<file path="config.mk">
export PLATFORM = sky130hd
export DESIGN_NAME = mem_access_stage_flat
export DESIGN_NICKNAME = d
export VERILOG_FILES = /design/src/rtl/mem_access_stage_if.sv /design/src/rtl/mem_access_stage.sv /design/src/flat_wrapper.sv
export SDC_FILE = /design/constraint.sdc
export NUM_CORES = 1
export LEC_CHECK = 0
export CELL_PAD_IN_SITES_DETAIL_PLACEMENT = 1
export CELL_PAD_IN_SITES_GLOBAL_PLACEMENT = 2
export CORE_MARGIN = 1
export CORE_UTILIZATION = 27
export DETAILED_ROUTE_END_ITERATION = 16
export PLACE_DENSITY = 0.95
export SYNTH_ARGS = -nofsm -noshare
export SYNTH_HDL_FRONTEND = slang
export SYNTH_SLANG_ARGS = --single-unit
export TNS_END_PERCENT = 10
</file>
<file path="constraint.sdc">
create_clock -name clk -period 4.4 [get_ports clk]
set_input_delay 0.88 -clock clk [delete_from_list [all_inputs] [get_ports clk]]
set_output_delay 0.88 -clock clk [all_outputs]
set_load 0.05 [all_outputs]
</file>
<file path="src/rtl/mem_access_stage_if.sv">
// Data-memory request/response bus between the MEM-stage initiator and the memory responder.
// master = pipeline stage (issues requests), slave = data memory (grants and returns read data).
interface mem_access_stage_if #(
  parameter int ADDR_W = 5
);
  logic              dm_req;
  logic              dm_we;
  logic [ADDR_W-1:0] dm_addr;
  logic [31:0]       dm_wdata;
  logic              dm_gnt;
  logic              dm_rvalid;
  logic [31:0]       dm_rdata;

  modport master (
    output dm_req, dm_we, dm_addr, dm_wdata,
    input  dm_gnt, dm_rvalid, dm_rdata
  );

  modport slave (
    input  dm_req, dm_we, dm_addr, dm_wdata,
    output dm_gnt, dm_rvalid, dm_rdata
  );
endinterface

</file>
<file path="src/rtl/mem_access_stage.sv">
// MEM pipeline stage: issues load/store requests over a req/gnt/rvalid bus, stalls upstream while busy.
// Optional macro MISALIGN_TRAP_EN: memory ops with a non-word-aligned address trap instead of issuing.
//
// state  | meaning
// IDLE   | no access outstanding; accepts a new instruction when ex_valid
// ACCESS | dm_req high, request fields held until dm_gnt
// WAIT   | load granted, waiting for dm_rvalid
module mem_access_stage #(
  parameter int ADDR_W  = 5,
  parameter int TIMEOUT = 16
) (
  input  logic                clk,
  input  logic                reset,
  input  logic                ex_valid,
  input  logic                ex_mem_read,
  input  logic                ex_mem_write,
  input  logic                ex_reg_write,
  input  logic [31:0]         ex_alu_result,
  input  logic [31:0]         ex_rt_data,
  input  logic [4:0]          ex_dest,
  output logic                stall,
  mem_access_stage_if.master  dm,
  output logic                wb_valid,
  output logic                wb_reg_write,
  output logic [4:0]          wb_dest,
  output logic [31:0]         wb_data,
  output logic                bus_err
);

  localparam int CNT_W = (TIMEOUT > 2) ? $clog2(TIMEOUT) : 1;

  typedef enum logic [1:0] {
    IDLE   = 2'd0,
    ACCESS = 2'd1,
    WAIT   = 2'd2
  } state_t;

  state_t state, state_nxt;

  logic [CNT_W-1:0]  cnt;
  logic              we_q;
  logic              reg_write_q;
  logic [4:0]        dest_q;
  logic [ADDR_W-1:0] addr_q;
  logic [31:0]       wdata_q;

  logic accept, is_mem, misalign, trap, start, retire_alu;
  logic store_done, load_done, expired, abort;

  assign accept     = (state == IDLE) && ex_valid;
  assign is_mem     = ex_mem_read || ex_mem_write;
`ifdef MISALIGN_TRAP_EN
  assign misalign   = (ex_alu_result[1:0] != 2'b00);
`else
  assign misalign   = 1'b0;
`endif
  assign trap       = accept && is_mem && misalign;
  assign start      = accept && is_mem && !misalign;
  assign retire_alu = accept && !is_mem;
  assign expired    = (cnt == CNT_W'(TIMEOUT - 1));

  // state register
  always_ff @(posedge clk or posedge reset) begin
    if (reset) state <= IDLE;
    else       state <= state_nxt;
  end

  // next-state logic
  always_comb begin
    state_nxt = state;
    case (state)
      IDLE: begin
        if (start) state_nxt = ACCESS;
      end
      ACCESS: begin
        if (store_done || load_done || abort) state_nxt = IDLE;
        else if (dm.dm_gnt)                   state_nxt = WAIT;
      end
      WAIT: begin
        if (load_done || abort) state_nxt = IDLE;
      end
      default: state_nxt = IDLE;
    endcase
  end

  // outputs and completion events; completion takes priority over timeout abort
  always_comb begin
    stall      = 1'b0;
    dm.dm_req  = 1'b0;
    dm.dm_we   = 1'b0;
    store_done = 1'b0;
    load_done  = 1'b0;
    abort      = 1'b0;
    case (state)
      ACCESS: begin
        stall      = 1'b1;
        dm.dm_req  = 1'b1;
        dm.dm_we   = we_q;
        store_done = dm.dm_gnt && we_q;
        load_done  = dm.dm_gnt && !we_q && dm.dm_rvalid;
        abort      = expired && !store_done && !load_done;
      end
      WAIT: begin
        stall     = 1'b1;
        load_done = dm.dm_rvalid;
        abort     = expired && !load_done;
      end
      default: ;
    endcase
  end

  assign dm.dm_addr  = addr_q;
  assign dm.dm_wdata = wdata_q;

  always_ff @(posedge clk or posedge reset) begin
    if (reset) begin
      cnt <= '0;
    end else if (accept) begin
      cnt <= '0;
    end else if (state != IDLE) begin
      cnt <= cnt + 1'b1;
    end
  end

  // a load with the write bit also set is treated as a plain load
  always_ff @(posedge clk or posedge reset) begin
    if (reset) begin
      we_q        <= 1'b0;
      reg_write_q <= 1'b0;
      dest_q      <= '0;
      addr_q      <= '0;
      wdata_q     <= '0;
    end else if (accept) begin
      we_q        <= ex_mem_write && !ex_mem_read;
      reg_write_q <= ex_reg_write;
      dest_q      <= ex_dest;
      addr_q      <= ex_alu_result[ADDR_W+1:2];
      wdata_q     <= ex_rt_data;
    end
  end

  always_ff @(posedge clk or posedge reset) begin
    if (reset) begin
      wb_valid     <= 1'b0;
      wb_reg_write <= 1'b0;
      wb_dest      <= '0;
      wb_data      <= '0;
      bus_err      <= 1'b0;
    end else begin
      wb_valid <= retire_alu || trap || store_done || load_done || abort;
      bus_err  <= trap || abort;
      if (retire_alu) begin
        wb_data      <= ex_alu_result;
        wb_dest      <= ex_dest;
        wb_reg_write <= ex_reg_write && (ex_dest != 5'd0);
      end else if (trap) begin
        wb_data      <= '0;
        wb_dest      <= ex_dest;
        wb_reg_write <= 1'b0;
      end else if (load_done) begin
        wb_data      <= dm.dm_rdata;
        wb_dest      <= dest_q;
        wb_reg_write <= reg_write_q && (dest_q != 5'd0);
      end else if (store_done) begin
        wb_dest      <= dest_q;
        wb_reg_write <= 1'b0;
      end else if (abort) begin
        wb_data      <= '0;
        wb_dest      <= dest_q;
        wb_reg_write <= 1'b0;
      end
    end
  end

endmodule

</file>
<file path="src/flat_wrapper.sv">
// flat-port wrapper written by rule: the top's interface ports become plain ports
module mem_access_stage_flat 
#(
  parameter int ADDR_W  = 5,
  parameter int TIMEOUT = 16
)
  (clk, reset, ex_valid, ex_mem_read, ex_mem_write, ex_reg_write, ex_alu_result, ex_rt_data, ex_dest, stall, wb_valid, wb_reg_write, wb_dest, wb_data, bus_err, dm_dm_req, dm_dm_we, dm_dm_addr, dm_dm_wdata, dm_dm_gnt, dm_dm_rvalid, dm_dm_rdata);
  mem_access_stage_if #(.ADDR_W(ADDR_W)) dm_i ();
  input  logic clk;
  input  logic reset;
  input  logic ex_valid;
  input  logic ex_mem_read;
  input  logic ex_mem_write;
  input  logic ex_reg_write;
  input  logic [31:0] ex_alu_result;
  input  logic [31:0] ex_rt_data;
  input  logic [4:0] ex_dest;
  output logic stall;
  output logic wb_valid;
  output logic wb_reg_write;
  output logic [4:0] wb_dest;
  output logic [31:0] wb_data;
  output logic bus_err;
  output wire logic [$bits(dm_i.dm_req)-1:0] dm_dm_req;
  output wire logic [$bits(dm_i.dm_we)-1:0] dm_dm_we;
  output wire logic [$bits(dm_i.dm_addr)-1:0] dm_dm_addr;
  output wire logic [$bits(dm_i.dm_wdata)-1:0] dm_dm_wdata;
  input wire logic [$bits(dm_i.dm_gnt)-1:0] dm_dm_gnt;
  input wire logic [$bits(dm_i.dm_rvalid)-1:0] dm_dm_rvalid;
  input wire logic [$bits(dm_i.dm_rdata)-1:0] dm_dm_rdata;
  assign dm_dm_req = dm_i.dm_req;
  assign dm_dm_we = dm_i.dm_we;
  assign dm_dm_addr = dm_i.dm_addr;
  assign dm_dm_wdata = dm_i.dm_wdata;
  assign dm_i.dm_gnt = dm_dm_gnt;
  assign dm_i.dm_rvalid = dm_dm_rvalid;
  assign dm_i.dm_rdata = dm_dm_rdata;
  mem_access_stage #(.ADDR_W(ADDR_W), .TIMEOUT(TIMEOUT)) u_core (.clk(clk), .reset(reset), .ex_valid(ex_valid), .ex_mem_read(ex_mem_read), .ex_mem_write(ex_mem_write), .ex_reg_write(ex_reg_write), .ex_alu_result(ex_alu_result), .ex_rt_data(ex_rt_data), .ex_dest(ex_dest), .stall(stall), .dm(dm_i), .wb_valid(wb_valid), .wb_reg_write(wb_reg_write), .wb_dest(wb_dest), .wb_data(wb_data), .bus_err(bus_err));
endmodule
</file>
Word level (Yosys, flattened, before mapping)
Index checks and enable logic that the tools add are counted.
Word-level totals
  register bits after elaboration: 90
  bits of input ports: 109
  output and inout bits: 80
  word-level logic and storage cells: 80
Operators by class
  $add $sub $neg: 1
  eq/ne operators: 7
  multiplexer cells: 25
  reductions and logical operators: 35
Operator list (number)
  $mux W32: 4
  $mux W5: 4
  $logic_and A1 B1 Y1: 12
  $reduce_bool A5 Y1: 2
  $mux W1: 8
  $mux W2: 4
  $mux W4: 2
  $logic_or A1 B1 Y1: 7
  $logic_not A1 Y1: 6
  $ne A3 B2 Y1 const B: 2
  $pmux W2 S3: 1
  $add A4 B1 Y4 const B: 1
  $eq A4 B4 Y1 const B: 1
  $ne A2 B1 Y1 const B: 2
  $pmux W1 S2: 2
  $reduce_bool A2 Y1: 2
  $reduce_bool A4 Y1: 1
  $reduce_and A3 Y1: 1
  $reduce_bool A3 Y1: 1
  $eq A2 B1 Y1 const B: 1
  $eq A2 B2 Y1 const B: 1
  $logic_not A2 Y1: 1
  $reduce_and A2 Y1: 1
  $reduce_or A2 Y1: 1

Longest topological paths before layout
Gate-level depths: netlist of run 1.
  depth after elaboration: 10
  mapped depth: 10
  mapped depth without buffers: 6

Least setup slack after synthesis of run 1
OpenSTA, ideal clock, no wires.
  path kind: register to output
  from: register u_core.state[1]
  to: output dm_dm_we
  data arrival time: 1543 ps
  required time: 3520 ps
  path slack: 1977 ps
  stages on the path, launching flop included: 4
  path buffers: 0
  path through: dfrtp_1 -> inv_1 -> ha_1 -> and2_1
On the way
  word-level cells in the longest chain between the ends: 2
RTL lines
  from (decl): line mem_access_stage.sv:38  | state_t state, state_nxt;
  from (signal assigned): line mem_access_stage.sv:65  | else state <= state_nxt;
  $eq A2 B1 Y1: line mem_access_stage.sv:94  | case (state)
  $mux W1: line mem_access_stage.sv:94
  to (decl): line flat_wrapper.sv:25  | output wire logic [$bits(dm_i.dm_we)-1:0] dm_dm_we;
Every way passes these cells.

Final worst setup path of run 1
Same ends and word-level chain as after synthesis.

==> results of run 1 <==
-- power breakdown --
group	total (µW)	internal (µW)	switching [µW]
sequential	1490	1230	257
clock	774	445	329
combinational	3030	1160	1870
-- per-layer routing --
layer	global-route usage (%)	up-vias	part of all wire, %	routed length (µm)
li1	-	1492	-	-
met1	19.94	1653	40	5129
met2	30.86	119	51	6635
met3	5.297	13	7.2	931
met4	6.326	0	1.6	206
met5	0	-	0	0
-- through the flow --
stage	area (µm²)	setup slack [ps]	hold slack [ps]	total power [µW]	utilization [%]
4_1_cts	6279	1380	514.2	5354	44.71
2_1_floorplan	3919	1185	479.7	3468	-
5_1_grt	6279	1280	531.0	5559	44.71
6_report	6279	1388	510.4	5294	44.71
3_5_place_dp	5982	1074	492.9	4555	42.60
3_3_place_gp	5982	1158	486.7	4452	42.60
-- sequential cells by signal, summed over array words and instances, names as in the netlist --
name                 flops
u_core.dm.dm_wdata      32
u_core.wb_data          32
u_core.dest_q            5
u_core.dm.dm_addr        5
u_core.wb_dest           5
u_core.cnt               4
u_core.state             2
u_core.bus_err           1
u_core.reg_write_q       1
u_core.wb_reg_write      1
u_core.wb_valid          1
u_core.we_q              1
-- worst max-delay path by stage --
stage | slack [ps] | endpoint | cells past startpoint | start
6_report | 1390 | dm_dm_we | 4 | u_core.state[1]
5_1_grt | 1280 | dm_dm_we | 4 | u_core.state[1]
4_1_cts | 1380 | dm_dm_we | 4 | u_core.state[1]
3_5_place_dp | 1070 | u_core.wb_data[18] | 7 | ex_valid
3_3_place_gp | 1160 | u_core.wb_data[15] | 7 | ex_valid
2_1_floorplan | 1180 | u_core.bus_err | 1 | reset
-- kinds of logic after synthesis --
group	share of synthesized area, %
flip-flops	57.47
AO/OA/AOI/OAI	14.18
AND/OR/NAND/NOR	9.739
multiplexers	12.93
buffers and inverters	3.863
adder cells (fa/ha/maj)	1.596
XOR/XNOR	0.2235
-- synth_stat cells --
cell type  instances  area, µm²
nor2b_1            1      6.260
ha_1               5      62.56
nor3_1             1      5.000
o31a_1             5      43.79
and3_1            33      206.5
a221o_1           32      320.3
xor2_1             1      8.760
or4b_2             1      10.01
or3_1              1      6.260
nand3b_1           2      15.01
and2_1             2      12.51
nand4_1            1      6.260
nand2_1            7      26.28
or4_1              2      15.01
clkbuf_1           8      30.03
a211oi_4           1      20.02
mux2_2            45      506.7
nand3_1            2      10.01
nor2_1             7      26.28
nor3_2             1      10.01
a21oi_1            8      40.04
dfrtp_1           90       2252
buf_1              4      15.01
nor3b_1            1      7.510
o21ai_0           13      65.06
buf_2              7      35.03
o211ai_1           1      7.510
buf_6              3      33.78
a221oi_4           1      26.28
a21oi_2            1      8.760
a21bo_1            1      10.01
a31oi_1            1      6.260
nand2b_1           3      18.77
inv_1             10      37.54
o31ai_1            1      7.510
-- layout make-up --
type	count	area, µm²	share of cell area [%]
clock buffers	11	232.7	3.707
well taps	180	225.2	3.587
flip-flops and latches	90	2252	35.87
clock inverters	5	63.81	1.016
inverters	10	38.79	0.6178
repair buffers	195	1934	30.81
multi-input cells	181	1531	24.39
==> metrics.md, run 1 <==
| Metric | Value |
|---|---|
| Post-Syn Instances | just over 300 |
| Worst-Skew Late Latency | 340 ps |
| Worst hold path startpoint | u_core.dm.dm_addr[3] |
| Max_slew headroom | 24.28% |
| Slew @ Worst Pin | 1124 ps |
| CP Cell Sequence | inv_1 -> ha_1 -> and2_1 -> clkdlybuf4s50_1 |
| CTS resizes | 0 |
| First-pass GRT wire length | 19.89 mm |
| Clk_skew | approximately 6 ps |
| Sequential fraction of the synthesis area | 57.47% |
| Number of setup buffers added after CTS | 0 |
| Area delta synth->final | 60.22% |
| WP data arrival | 2130 ps |
| Total Nets Final | 601 |
| Via count | 3,277 |
| Max FO, Critical Path | 9 |
| R2r startpoint | u_core.state[1] |
| Maximum clock rate | 332.0 MHz |
| Clock slew at reported path FFs | 60 ps |
| Reg2Reg Setup Slack | 1680 ps |
| Iteration-0 DRC Markers | 103 |
| Clk sinks | 90 |
| Drt wl/cell | 19.20 µm |
| R2R depth | 7 |
| Worst path slowest cell | clkdlybuf4s50_1 |
| FF-to-FF End | u_core.wb_data[10] |
| Synth Area per Inst | 12.93 µm² |
| TritonRoute pass-1 iters | 4 |
| Seq cells post-synth | 90 |
| Diodes inserted | 0 |
| Clock Path Buffers | 2 |
| Power Density | 843.2 nW/µm² |
| RSZ-0062 raised after global routing | no |
| Ys Warns | 0 |
| HP Class | reg -> reg |
| Ports | 189 |
| H-tree levels | 3 |
| Distinct cells, synth | 35 |
| Clock period minus worst slack | between 3000 and 4000 ps |
| Buf/Inv on CP | 2 |
| Final WL | 12.90 mm |
| Total CTS buffers | 9 |
| Core Area | 14,040 µm² |
| Most frequent cells in the layout | clkdlybuf4s50_1 (188), dfrtp_1 (90), mux2_2 (45) |
| Vias per cell | around 4.9 |
| Peak supply drop | 0.4247 mV |
| Hold Vio Cnt, Final | 0 |
| Sum Neg Setup Slack | 0 ps |
| Cell chosen for the clock root | clkbuf_16 |
| Inst Count DP | approximately 660 |
| Die height | 122.5 µm |
| Post-Syn Nets | between 400 and 500 |
| CP Capture Type | output port |
| Run status | finished clean |
| Setup violators final | 0 |
| Worst Hold Depth | 1 |
| Width of the die | 122.5 µm |
| CTS tree | yes |
| Starting density of the core | approximately 28% |
| Fin cells | around 670 |
| Hpwl dp | 9.531 mm |
| Slew Limit Fails | 0 |
| Largest net degree at the start of global routing | 47 |
| Req. time, crit path | 3520 ps |
| Routed Antenna Nets | 0 |
| Setup crit start kind | flip-flop |
| Vias in the first global route | roughly 3,700 |
| Initial antenna violation count | 0 |
| Max stage delay on crit path | 790 ps |
| I/O Buffers | 188 |
| Total GRT Usage | between 10% and 20% |
| Die footprint | 15,000 µm² |
| Commonest non-fill, non-tap cell in the layout | clkdlybuf4s50_1 |
| Placer Congestion | 0.7659 |
| Hold endpoint | u_core.dm.dm_addr[3] |
| Residual DRC count | 0 |
| CP top delay family | buffers and inverters |
| Static Leak | 0.002702 µW |
| Mapped cell area | 3919 µm² |
| Crit path kind | reg -> out |
| Fill count | 1,471 |
| CTS hold repair buffers | 0 |
| Share of cells above drive strength 1 | ~15% |
| Grt ovf | 0 |
| Period utilisation layout | between 60% and 70% |
| Max-cap violations | 0 |
| Number of cell rows | 43 |
(Power assumes the default switching activity.)
==> inputs of run 2 (changes only) <==
- CORE_UTILIZATION: 27 -> 25
- PLACE_DENSITY: 0.95 -> 0.9
- clock period: 4.4 -> 3 ns (I/O delays scaled with it)
==> run 2 against run 1 <==
Net effect: first-iteration DRC count is 22% higher; routed wire length is 0.20% lower; register-to-register slack worse by 1300 ps; critical endpoint unchanged; setup slack worse by 1100 ps; combinational power is 47% higher; sequential cell count stayed put; global-route usage is 1.0 points lower; clock power is 37% higher; largest power group unchanged; critical path depth stayed put.
==> metrics.md, run 2 (synthesis gave the netlist of run 1 again) <==
| Metric | Value |
|---|---|
| Run status | finished clean (unchanged) |
| Total CTS buffers | 9 (unchanged) |
| Number of setup buffers added after CTS | 0 (unchanged) |
| Initial antenna violation count | 0 (unchanged) |
| Iteration-0 DRC Markers | 126 (was 103) |
| Period utilisation layout | 91.99% |
| CP top delay family | buffers and inverters (unchanged) |
| Routed Antenna Nets | 0 (unchanged) |
| Cell chosen for the clock root | clkbuf_16 (unchanged) |
| Placer Congestion | 0.7373 (was 0.7659) |
| Clock Path Buffers | 2 (unchanged) |
| Hold Vio Cnt, Final | 0 (unchanged) |
| Via count | 3,301 (was 3,277) |
| Fill count | 1,619 (was 1,471) |
| Diodes inserted | 0 (unchanged) |
| Drt wl/cell | 18.27 µm (was 19.20 µm) |
| Die footprint | 16,180 µm² (was 15,000 µm²) |
| R2r startpoint | u_core.state[0] (was u_core.state[1]) |
| Crit path from | u_core.state[1] (unchanged) |
| Area delta synth->final | 61.53% (was 60.22%) |
| Critical path destination | dm_dm_we (unchanged) |
| Req. time, crit path | 2400 ps (was 3520 ps) |
| Slew @ Worst Pin | 1132 ps (was 1124 ps) |
| Clock slew at reported path FFs | 60 ps (about the same) |
| Critical path depth | 4 (unchanged) |
| Max_slew headroom | 24.32% (was 24.28%) |
| Reg2Reg Setup Slack | 420 ps (was 1680 ps) |
| Setup crit start kind | flip-flop (unchanged) |
| First-pass GRT wire length | 20.38 mm (was 19.89 mm) |
| CP Cell Sequence | inv_1 -> ha_1 -> and2_1 -> clkdlybuf4s50_1 (unchanged) |
| Clock period minus worst slack | 2760 ps |
| Clk sinks | 90 (unchanged) |
| Largest net degree at the start of global routing | 46 (was 47) |
| Residual DRC count | 0 (unchanged) |
| Worst hold path startpoint | u_core.dm.dm_addr[0] (was u_core.dm.dm_addr[3]) |
| Commonest non-fill, non-tap cell in the layout | clkdlybuf4s50_1 (unchanged) |
| Power Density | 1215 nW/µm² (was 843.2 nW/µm²) |
| Total GRT Usage | 16.50% (was 17.54%) |
| Number of cell rows | 45 (was 43) |
| CTS tree | yes (unchanged) |
| Vias per cell | 4.682 (was 4.876) |
| Width of the die | 127.2 µm (was 122.5 µm) |
| Most frequent cells in the layout | clkdlybuf4s50_1 (188), dfrtp_1 (90), mux2_2 (45) (unchanged) |
| Setup violators final | 0 (unchanged) |
| Final WL | 12.88 mm (was 12.90 mm) |
| Max-cap violations | 0 (unchanged) |
| PnR Total Power | 7688 µW (was 5294 µW) |
| Starting density of the core | 25.68% (was 27.91%) |
| Worst path slowest cell | clkdlybuf4s50_1 (unchanged) |
| Hpwl dp | 9.443 mm (was 9.531 mm) |
| CTS hold repair buffers | 0 (unchanged) |
| FF-to-FF End | u_core.wb_data[7] (was u_core.wb_data[10]) |
| I/O Buffers | 188 (unchanged) |
| HP Class | reg -> reg (unchanged) |
| CP Capture Type | output port (unchanged) |
| Static Leak | 0.002714 µW (was 0.002702 µW) |
| H-tree levels | 3 (unchanged) |
| Max stage delay on crit path | 810 ps (was 790 ps) |
| TritonRoute pass-1 iters | 4 (unchanged) |
| Max FO, Critical Path | 9 (unchanged) |
| Core Area | 15,260 µm² (was 14,040 µm²) |
| Vias in the first global route | 3,742 (was 3,721) |
| Maximum clock rate | 362.4 MHz |
| Crit path kind | reg -> out (unchanged) |
| Slew Limit Fails | 0 (unchanged) |
| Ports | 189 (unchanged) |
| Hold_ws | 506.0 ps (was 510.4 ps) |
| Sum Neg Setup Slack | 0 ps (unchanged) |
| Buf/Inv on CP | 2 (unchanged) |
| Die height | 127.2 µm (was 122.5 µm) |
| Total Nets Final | 604 (was 601) |
| CTS resizes | 0 (unchanged) |
| Share of cells above drive strength 1 | 15.18% (was 14.84%) |
| R2R depth | 7 (unchanged) |
| Grt ovf | 0 (unchanged) |
| Clk_skew | 6.426 ps (was 6.048 ps) |
| Worst-Skew Late Latency | 340 ps (about the same) |
| WP data arrival | 2160 ps (was 2130 ps) |
| Peak supply drop | 0.7486 mV (was 0.4247 mV) |
| RSZ-0062 raised after global routing | no (unchanged) |
-- run 2: cell count changes in the layout (fill, tap and decap cells not counted), sizes merged --
cell,change
buf,+3
clkbuf,+2
clkinv,-2
bufinv,-1
-- run 2: per-stage QoR --
step	setup slack, ps	cells	area, µm²	utilization, %
6_report	240.3	705	6330	41.48
3_3_place_gp	76.40	690	6057	39.70
2_1_floorplan	64.74	303	3919	-
5_1_grt	150.6	705	6330	41.48
4_1_cts	200.0	705	6330	41.48
3_5_place_dp	-10.91	690	6057	39.70
-- run 2: metal layers --
layer	wire, µm	global-route usage, %	share of wire (%)	vias to the layer above
met5	0	0	0	-
met4	229	5.742	1.8	0
met3	866	5.276	6.7	18
met2	6560	29.93	51	119
met1	5220	18.10	41	1666
li1	-	-	-	1498
-- run 2: worst min-delay path by stage --
stage | end | slack [ps] | depth (start not counted)
global placement | u_core.dm.dm_wdata[21] | 490 | 1
global route | u_core.dm.dm_wdata[25] | 520 | 1
floorplan | u_core.reg_write_q | 480 | 1
CTS | u_core.dm.dm_wdata[25] | 510 | 1
finish | u_core.dm.dm_addr[0] | 510 | 1
detailed placement | u_core.dm.dm_wdata[25] | 500 | 1
-- run 2: final cells by class --
type	instances	area, µm²	area share [%]
Sequential cell	90	2252	35.58
Clock inverter	2	12.51	0.1977
Clock buffer	13	260.3	4.111
Tap cell	211	264.0	4.171
Inverter	10	40.04	0.6325
Timing Repair Buffer	198	1969	31.11
Multi-Input combinational cell	181	1531	24.19
-- run 2: where the power goes --
part / internal (µW) / switching (µW)
logic: 1700 / 2750
clock network: 602 / 459
registers: 1810 / 360
total: 4110 / 3570
